`src/rtl/sp_ram_param.sv`:
```
// sp_ram_param
// Parametrised single-port word RAM with byte-lane write enables, a
// selectable read latency and a hardware clear sequencer. After every reset
// the array is filled with INIT_VALUE, one word per cycle. After that the
// RAM serves one request per cycle.
//
// Parameters
//   WIDTH        data word width (multiple of 8)
//   DEPTH        number of words (>= 2, need not be a power of two)
//   ADDR_W       address width
//   READ_LATENCY 0 = combinational read, 1 = registered read
//   INIT_VALUE   value written to every word by the clear sequencer
//
// Ports
//   clk, rst_n   clock, asynchronous active-low reset
//   req, we      request valid / write(1) or read(0)
//   addr         word address
//   be           byte-lane write enables (bit i covers wdata[8i+7:8i])
//   wdata        write data
//   rdata        read data
//   rvalid       rdata carries the result of an accepted read
//   ready        clear finished, requests are accepted
//   oob          accepted request addressed a word >= DEPTH
module sp_ram_param #(
    parameter int                 WIDTH        = 32,
    parameter int                 DEPTH        = 16,
    parameter int                 ADDR_W       = $clog2(DEPTH),
    parameter int                 READ_LATENCY = 1,
    parameter logic [WIDTH-1:0]   INIT_VALUE   = '0
) (
    input  logic                  clk,
    input  logic                  rst_n,
    input  logic                  req,
    input  logic                  we,
    input  logic [ADDR_W-1:0]     addr,
    input  logic [WIDTH/8-1:0]    be,
    input  logic [WIDTH-1:0]      wdata,
    output logic [WIDTH-1:0]      rdata,
    output logic                  rvalid,
    output logic                  ready,
    output logic                  oob
);

    localparam int                NB      = WIDTH / 8;
    // One extra bit so the range check also works when DEPTH == 2**ADDR_W.
    localparam logic [ADDR_W:0]   DEPTH_C = (ADDR_W + 1)'(DEPTH);
    localparam logic [ADDR_W-1:0] LAST_C  = ADDR_W'(DEPTH - 1);

    typedef enum logic [0:0] {
        ST_CLEAR = 1'b0,
        ST_RUN   = 1'b1
    } state_t;

    state_t              state_r;
    state_t              state_s;
    logic [ADDR_W-1:0]   clr_cnt_r;
    logic [ADDR_W-1:0]   clr_cnt_s;
    logic                ready_r;
    logic [WIDTH-1:0]    mem_r [DEPTH];

    logic                in_range_s;
    logic                wr_acc_s;
    logic                rd_acc_s;
    logic                wr_oob_s;
    logic                rd_oob_s;
    logic [WIDTH-1:0]    rd_word_s;

    // Replace the enabled byte lanes of old_word with the matching lanes of new_word.
    function automatic logic [WIDTH-1:0] merge_lanes(
        input logic [WIDTH-1:0] old_word,
        input logic [WIDTH-1:0] new_word,
        input logic [NB-1:0]    lane_en
    );
        logic [WIDTH-1:0] res;
        res = old_word;
        for (int i = 0; i < NB; i++) begin
            if (lane_en[i]) begin
                res[8*i +: 8] = new_word[8*i +: 8];
            end else begin
                res[8*i +: 8] = old_word[8*i +: 8];
            end
        end
        return res;
    endfunction

    // Next-state logic: walk the clear counter through every word, then run.
    always_comb begin
        state_s   = state_r;
        clr_cnt_s = clr_cnt_r;
        case (state_r)
            ST_CLEAR: begin
                if (clr_cnt_r == LAST_C) begin
                    state_s   = ST_RUN;
                    clr_cnt_s = '0;
                end else begin
                    state_s   = ST_CLEAR;
                    clr_cnt_s = clr_cnt_r + ADDR_W'(1);
                end
            end
            ST_RUN: begin
                state_s   = ST_RUN;
                clr_cnt_s = '0;
            end
            default: begin
                state_s   = ST_CLEAR;
                clr_cnt_s = '0;
            end
        endcase
    end

    // State, clear counter and ready flag registers.
    always_ff @(posedge clk or negedge rst_n) begin
        if (!rst_n) begin
            state_r   <= ST_CLEAR;
            clr_cnt_r <= '0;
            ready_r   <= 1'b0;
        end else begin
            state_r   <= state_s;
            clr_cnt_r <= clr_cnt_s;
            ready_r   <= (state_s == ST_RUN);
        end
    end

    // Request decode; requests are only honoured once the clear has finished.
    always_comb begin
        in_range_s = ({1'b0, addr} < DEPTH_C);
        wr_acc_s   = req & we & ready_r;
        rd_acc_s   = req & ~we & ready_r;
        // A write with no lanes enabled does nothing, so it is not flagged either.
        wr_oob_s   = wr_acc_s & ~in_range_s & (|be);
        rd_oob_s   = rd_acc_s & ~in_range_s;
        if (in_range_s) begin
            rd_word_s = mem_r[addr];
        end else begin
            rd_word_s = '0;
        end
    end

    // Storage array: clear writes during CLEAR, byte-lane writes during RUN.
    always_ff @(posedge clk) begin
        if (state_r == ST_CLEAR) begin
            mem_r[clr_cnt_r] <= INIT_VALUE;
        end else if (wr_acc_s && in_range_s) begin
            mem_r[addr] <= merge_lanes(mem_r[addr], wdata, be);
        end
    end

    generate
        if (READ_LATENCY != 0) begin : g_reg_read
            logic [WIDTH-1:0] rdata_r;
            logic             rvalid_r;
            logic             oob_r;

            // Registered read port; rdata keeps its last value between reads.
            always_ff @(posedge clk or negedge rst_n) begin
                if (!rst_n) begin
                    rdata_r  <= '0;
                    rvalid_r <= 1'b0;
                    oob_r    <= 1'b0;
                end else begin
                    rvalid_r <= rd_acc_s;
                    oob_r    <= rd_oob_s | wr_oob_s;
                    if (rd_acc_s) begin
                        rdata_r <= rd_word_s;
                    end
                end
            end

            assign rdata  = rdata_r;
            assign rvalid = rvalid_r;
            assign oob    = oob_r;
        end else begin : g_comb_read
            logic oob_wr_r;

            // Write out-of-range flag stays registered even with a combinational read.
            always_ff @(posedge clk or negedge rst_n) begin
                if (!rst_n) begin
                    oob_wr_r <= 1'b0;
                end else begin
                    oob_wr_r <= wr_oob_s;
                end
            end

            assign rdata  = rd_word_s;
            assign rvalid = rd_acc_s;
            assign oob    = rd_oob_s | oob_wr_r;
        end
    endgenerate

    assign ready = ready_r;

endmodule
```
`config.mk`:
```
export PLATFORM = sky130hd
export DESIGN_NAME = sp_ram_param
export DESIGN_NICKNAME = d
export VERILOG_FILES = /design/src/rtl/sp_ram_param.sv
export SDC_FILE = /design/constraint.sdc
export NUM_CORES = 1
export LEC_CHECK = 0
export BUFFER_PORTS_ARGS = -buffer_cell sky130_fd_sc_hd__buf_2
export CORE_MARGIN = 2
export CORE_UTILIZATION = 45
export CTS_CLUSTER_DIAMETER = 150
export DETAILED_ROUTE_END_ITERATION = 10
export SLEW_MARGIN = 20
export SYNTH_ARGS = -nofsm -noshare
export SYNTH_HDL_FRONTEND = slang
export SYNTH_SLANG_ARGS = --single-unit
```
`constraint.sdc`:
```
create_clock -name clk -period 2.7 [get_ports clk]
set_input_delay 0.27 -clock clk [delete_from_list [all_inputs] [get_ports clk]]
set_output_delay 0.27 -clock clk [all_outputs]
set_load 0.02 [all_outputs]
```
Word-level counts from Yosys, hierarchy flattened:

Memories as Yosys holds them, arrays and structs flattened.
Cells that the tools add are included.

* add/sub/neg operators: 1
* equality and inequality tests: 1
* mux-type cells: 23
* bitwise gates (word level): 6
* reduce and logical (&&, ||, !) cells: 1

Operator list (number)
* 8-bit two-way mux: 12
* 32-bit two-way mux: 1
* 32-bit OR reduction: 1
* 4-bit two-way mux: 2
* 4-bit case mux with 2 select lines: 1
* 1-bit two-way mux: 6
* 4-bit by 1-bit adder with 4-bit output, second input constant: 1
* 1-bit AND: 4
* 4-bit equality test, second input constant: 1
* 1-bit NOT: 2
* 1-bit case mux with 2 select lines: 1

* flip-flop bits (word level): 38
* memory bits (writable): 512
* word-level logic and storage cells: 37
* memories kept: 1

Memory list
* mem_r: words 16, width 32, read ports 1, clocked after Yosys merged registers in 0, wr ports 1, RTL line 59 `logic [WIDTH-1:0] mem_r [DEPTH];`

Depth between registers and ports, before layout:

* depth in word-level cells: 7
* gate-level depth with buffers: 7
* gate-level depth less buffers: 4

Least setup slack after synthesis:

No wires, ideal clock.

* path type: register to register
* from: reg ready_r, in the netlist ready
* to: mem mem_r[6][0], enable pin
* library setup time: 421 ps
* data arrival time: 2696 ps
* setup slack: -417 ps
* cell stages (with the launch flop): 6
* path buffers: 2
* period minus slack after synthesis: 3117 ps
* cell sequence: dfrtp_1 > buf_2 > and3_1 > clkbuf_1 > a32oi_1 > nor2_1

* word-level cells in the longest chain between the ends: 6
* elaborated cells on any way between the ends: 8
* those cells by class: mux: 6; bitwise: 1; reduce/logical: 1

RTL lines
* start, declared: RTL line 58 `logic ready_r;`
* start signal, assigned: RTL line 120 `ready_r <= (state_s == ST_RUN);`
* 1-bit AND: RTL line 127 `wr_acc_s = req & we & ready_r;`
* 1-bit two-way mux: RTL line 143 `end else if (wr_acc_s && in_range_s) begin`
* 1-bit two-way mux: RTL line 141 `if (state_r == ST_CLEAR) begin`
* 1-bit two-way mux (not written as such): RTL line 144 `mem_r[addr] <= merge_lanes(mem_r[addr], wdata, be);`
* 32-bit OR reduction (no line)
* 4-bit two-way mux (no line) or 1-bit two-way mux (tied branches)
* end, declared: RTL line 59

Parallel ways exist; a longest one is shown, timed or not.

Worst setup path after layout:

* from: reg ready_r, in the netlist ready
* to: mem mem_r[15][14], enable pin

Same word-level chain as after synthesis.

==> metrics.txt <==
status completed; nets 1442; Min-Delay Path Class in -> reg; largest net degree at the start of global routing 43; fmax 418.5 MHz; worst endpoint data arrival time around 2.7 ns; H-tree depth 2; Peak VDD IR 443.7 µV; sequential share of the synthesized area between 70 and 80%; Die ar. slightly below 50000 µm²; RSZ-0062 raised after global routing no; clock transition at the registers of the reported paths roughly 0.06 ns; final setup fails 0; Port-buffer cells 77; I/O Pins between 70 and 80; Worst-Margin Slew 1.037 ns; fin crit share approximately nine tenths; post-synth top area cell edfxtp_1; 1st-iter DRT viols about 1200; DR vias/cell about 5.8; Worst EP required ~3 ns; fin worst setup slack 0.3103 ns; Non-Filler Instances 2057; final count of pins violating max slew 0; CTS tree built; hold_buf cts 1; EDFF count, synth 512; Yosys reg bits 550; top cell type's share of synthesized area a little under three quarters; PD cells just over 700 nW/µm²; count leader, synth edfxtp_1; syn_nets 1243; layout cells sized above 1 around a quarter; post-layout minimum cycle time 2.390 ns; synth warn 0; via count 11880; Initial Util a little under half; Placement Rows 80; Max FO, Critical Path 18; Cell Chain, Critical Path and3_2 > buf_12 > and3_1 > a31oi_1 > nor2_4 > buf_4; core area about 47000 µm²; post-layout power ~0.018 W; worst skew pair latency roughly 0.60 ns; Synth cell types 40; global placer's final weighted congestion around 0.76; Wirelength per Cell 25.62 µm; Layout area overhead 19.49%; Post CTS Setup Buffer Count 0; DP Wirelength just over 30 mm; CP startpoint ready; vias in the first global route approximately 12000; Inserted Clock Buffers 54; syn_area_per_cell roughly 18 µm²; Netlist Area Pre-Place between 20000 and 25000 µm²; root buf cell clkbuf_16; CP endpoint kind flip-flop; worst r2r src ready; Final Hold Vio Count 0; Crit Path Category reg -> reg; Static Leak just over 9 nW; async set-or-reset flop fraction in the synthesized netlist a little under 7%; worst relative slew slack between 30% and 40%; clk sinks 550; post-synthesis cell count 1198; number of antenna violations at the first check in global routing 0; Longest Clk Path Bufs 3; slowest CP cell a31oi_1; Chip Height between 200 and 250 µm; number of inserted diodes 0; Pre-antenna DRT Iters 6; routed wire length about 53 mm; Crit path largest cell delay 0.76 ns; cts repair resizes 0; crit start category flip-flop; worst clock skew between 0.015 and 0.02 ns; first-pass GRT wire length around 78 mm; Max Cap Viol 0; DR DRC count 0; placed insts ~2000; hold path start be[3]; # fillers approximately 3800; dominant cells by area after synthesis edfxtp_1, mux2i_1, dfrtp_1; Final ANT Viol Nets 0; Place WS -0.1813 ns; total track usage between 20% and 30%; gr ovfl total 0; Die W between 200 and 250 µm; leading register cell type out of synthesis edfxtp_1; Post-synth top cells edfxtp_1, mux2i_1, a21oi_1
## layer usage
metal	GRT usage, %	vias to the layer above	wire, µm	part of all wire [%]
met2	35.44	371	25580	49
met5	0	-	0	0
met1	30.36	6182	22950	44
met4	5.954	0	1126	2.1
li1	-	5250	-	-
met3	3.055	76	3046	5.8
## power breakdown
group | total (W) | switching, W | internal (W)
clock network | 0.00768 | 0.00312 | 0.00456
logic | 0.00133 | 0.000785 | 0.000543
registers | 0.00949 | 0.0000443 | 0.00945
total | 0.0185 | 0.00395 | 0.0145
## layout by cell type, fill, tap and decap left out, types with 3 or more instances in the layout
| master | count |
|---|---|
| a21oi_1 | 63 |
| a21oi_2 | 3 |
| a221o_1 | 31 |
| a222oi_1 | 31 |
| a2bb2oi_1 | 32 |
| a31oi_1 | 3 |
| buf_12 | 35 |
| buf_2 | 75 |
| buf_4 | 108 |
| bufinv_16 | 8 |
| clkbuf_1 | 14 |
| clkbuf_16 | 55 |
| clkinv_1 | 8 |
| clkinv_2 | 10 |
| clkinvlp_4 | 4 |
| dfrtp_1 | 38 |
| edfxtp_1 | 512 |
| inv_1 | 6 |
| mux2i_1 | 190 |
| mux4_2 | 33 |
| nand2_1 | 33 |
| nor2_1 | 38 |
| nor2_4 | 17 |
| nor3_1 | 3 |
| o21ai_0 | 32 |
| o21ai_1 | 31 |
## sequential cells by signal (all words and copies together), names as in the netlist
signal	cells
mem_r	512
rdata	32
rvalid	1
ready	1
clr_cnt_r	4
## cells by family after synthesis
| group | synth area share (%) |
|---|---|
| muxes | 12.33 |
| AOI/OAI and AO/OA | 7.511 |
| DFF | 75.79 |
| buffers and inverters | 2.260 |
| xor gates and xnor gates | 0.08133 |
| and+or+nand+nor | 1.952 |
| adders and majority gates | 0.05808 |
| other | 0.01741 |
## worst paths after layout
kind	depth (start not counted)	endpoint	slack, ns
max in group asynchronous	3	rdata[19]	1.73
hold / removal	2	mem_r[6][31]	0.26
setup / recovery	6	mem_r[15][14]	0.31
setup reg to reg	6	mem_r[15][14]	0.31
hold reg to reg	2	rdata[23]	0.47
min in group asynchronous	2	rdata[2]	0.32
## worst max-delay path, delay by kind of cell, from the launching register on
kind	cells	cell delay (ns)
AOI/OAI and AO/OA	1	0.76
and+or+nand+nor	3	0.48
buffers and inverters	2	0.46
DFF	1	0.37
## per-stage QoR
step	TNS [ns]	instance area [µm²]	hold slack, ns	util (%)
after global placement	-1.931	23910	0.4620	50.39
after floorplan	-138.47	21550	-0.02559	-
after CTS	0	25730	0.2410	54.22
final	0	25740	0.2588	54.25
after global routing	0	25740	0.2982	54.25
after detailed placement	-2.882	23910	0.4636	50.39
## cell type report
cell class / instances / area [µm²] / area share (%)
clock buffers: 71 / 1456 / 5.658
clock inverters: 30 / 355.3 / 1.381
inverters: 7 / 26.28 / 0.1021
multi-input cells: 563 / 4882 / 18.97
flip-flops and latches: 550 / 16330 / 63.43
well taps: 615 / 769.5 / 2.990
repair buffers: 221 / 1923 / 7.472
Power figures use the tool's default switching activity.
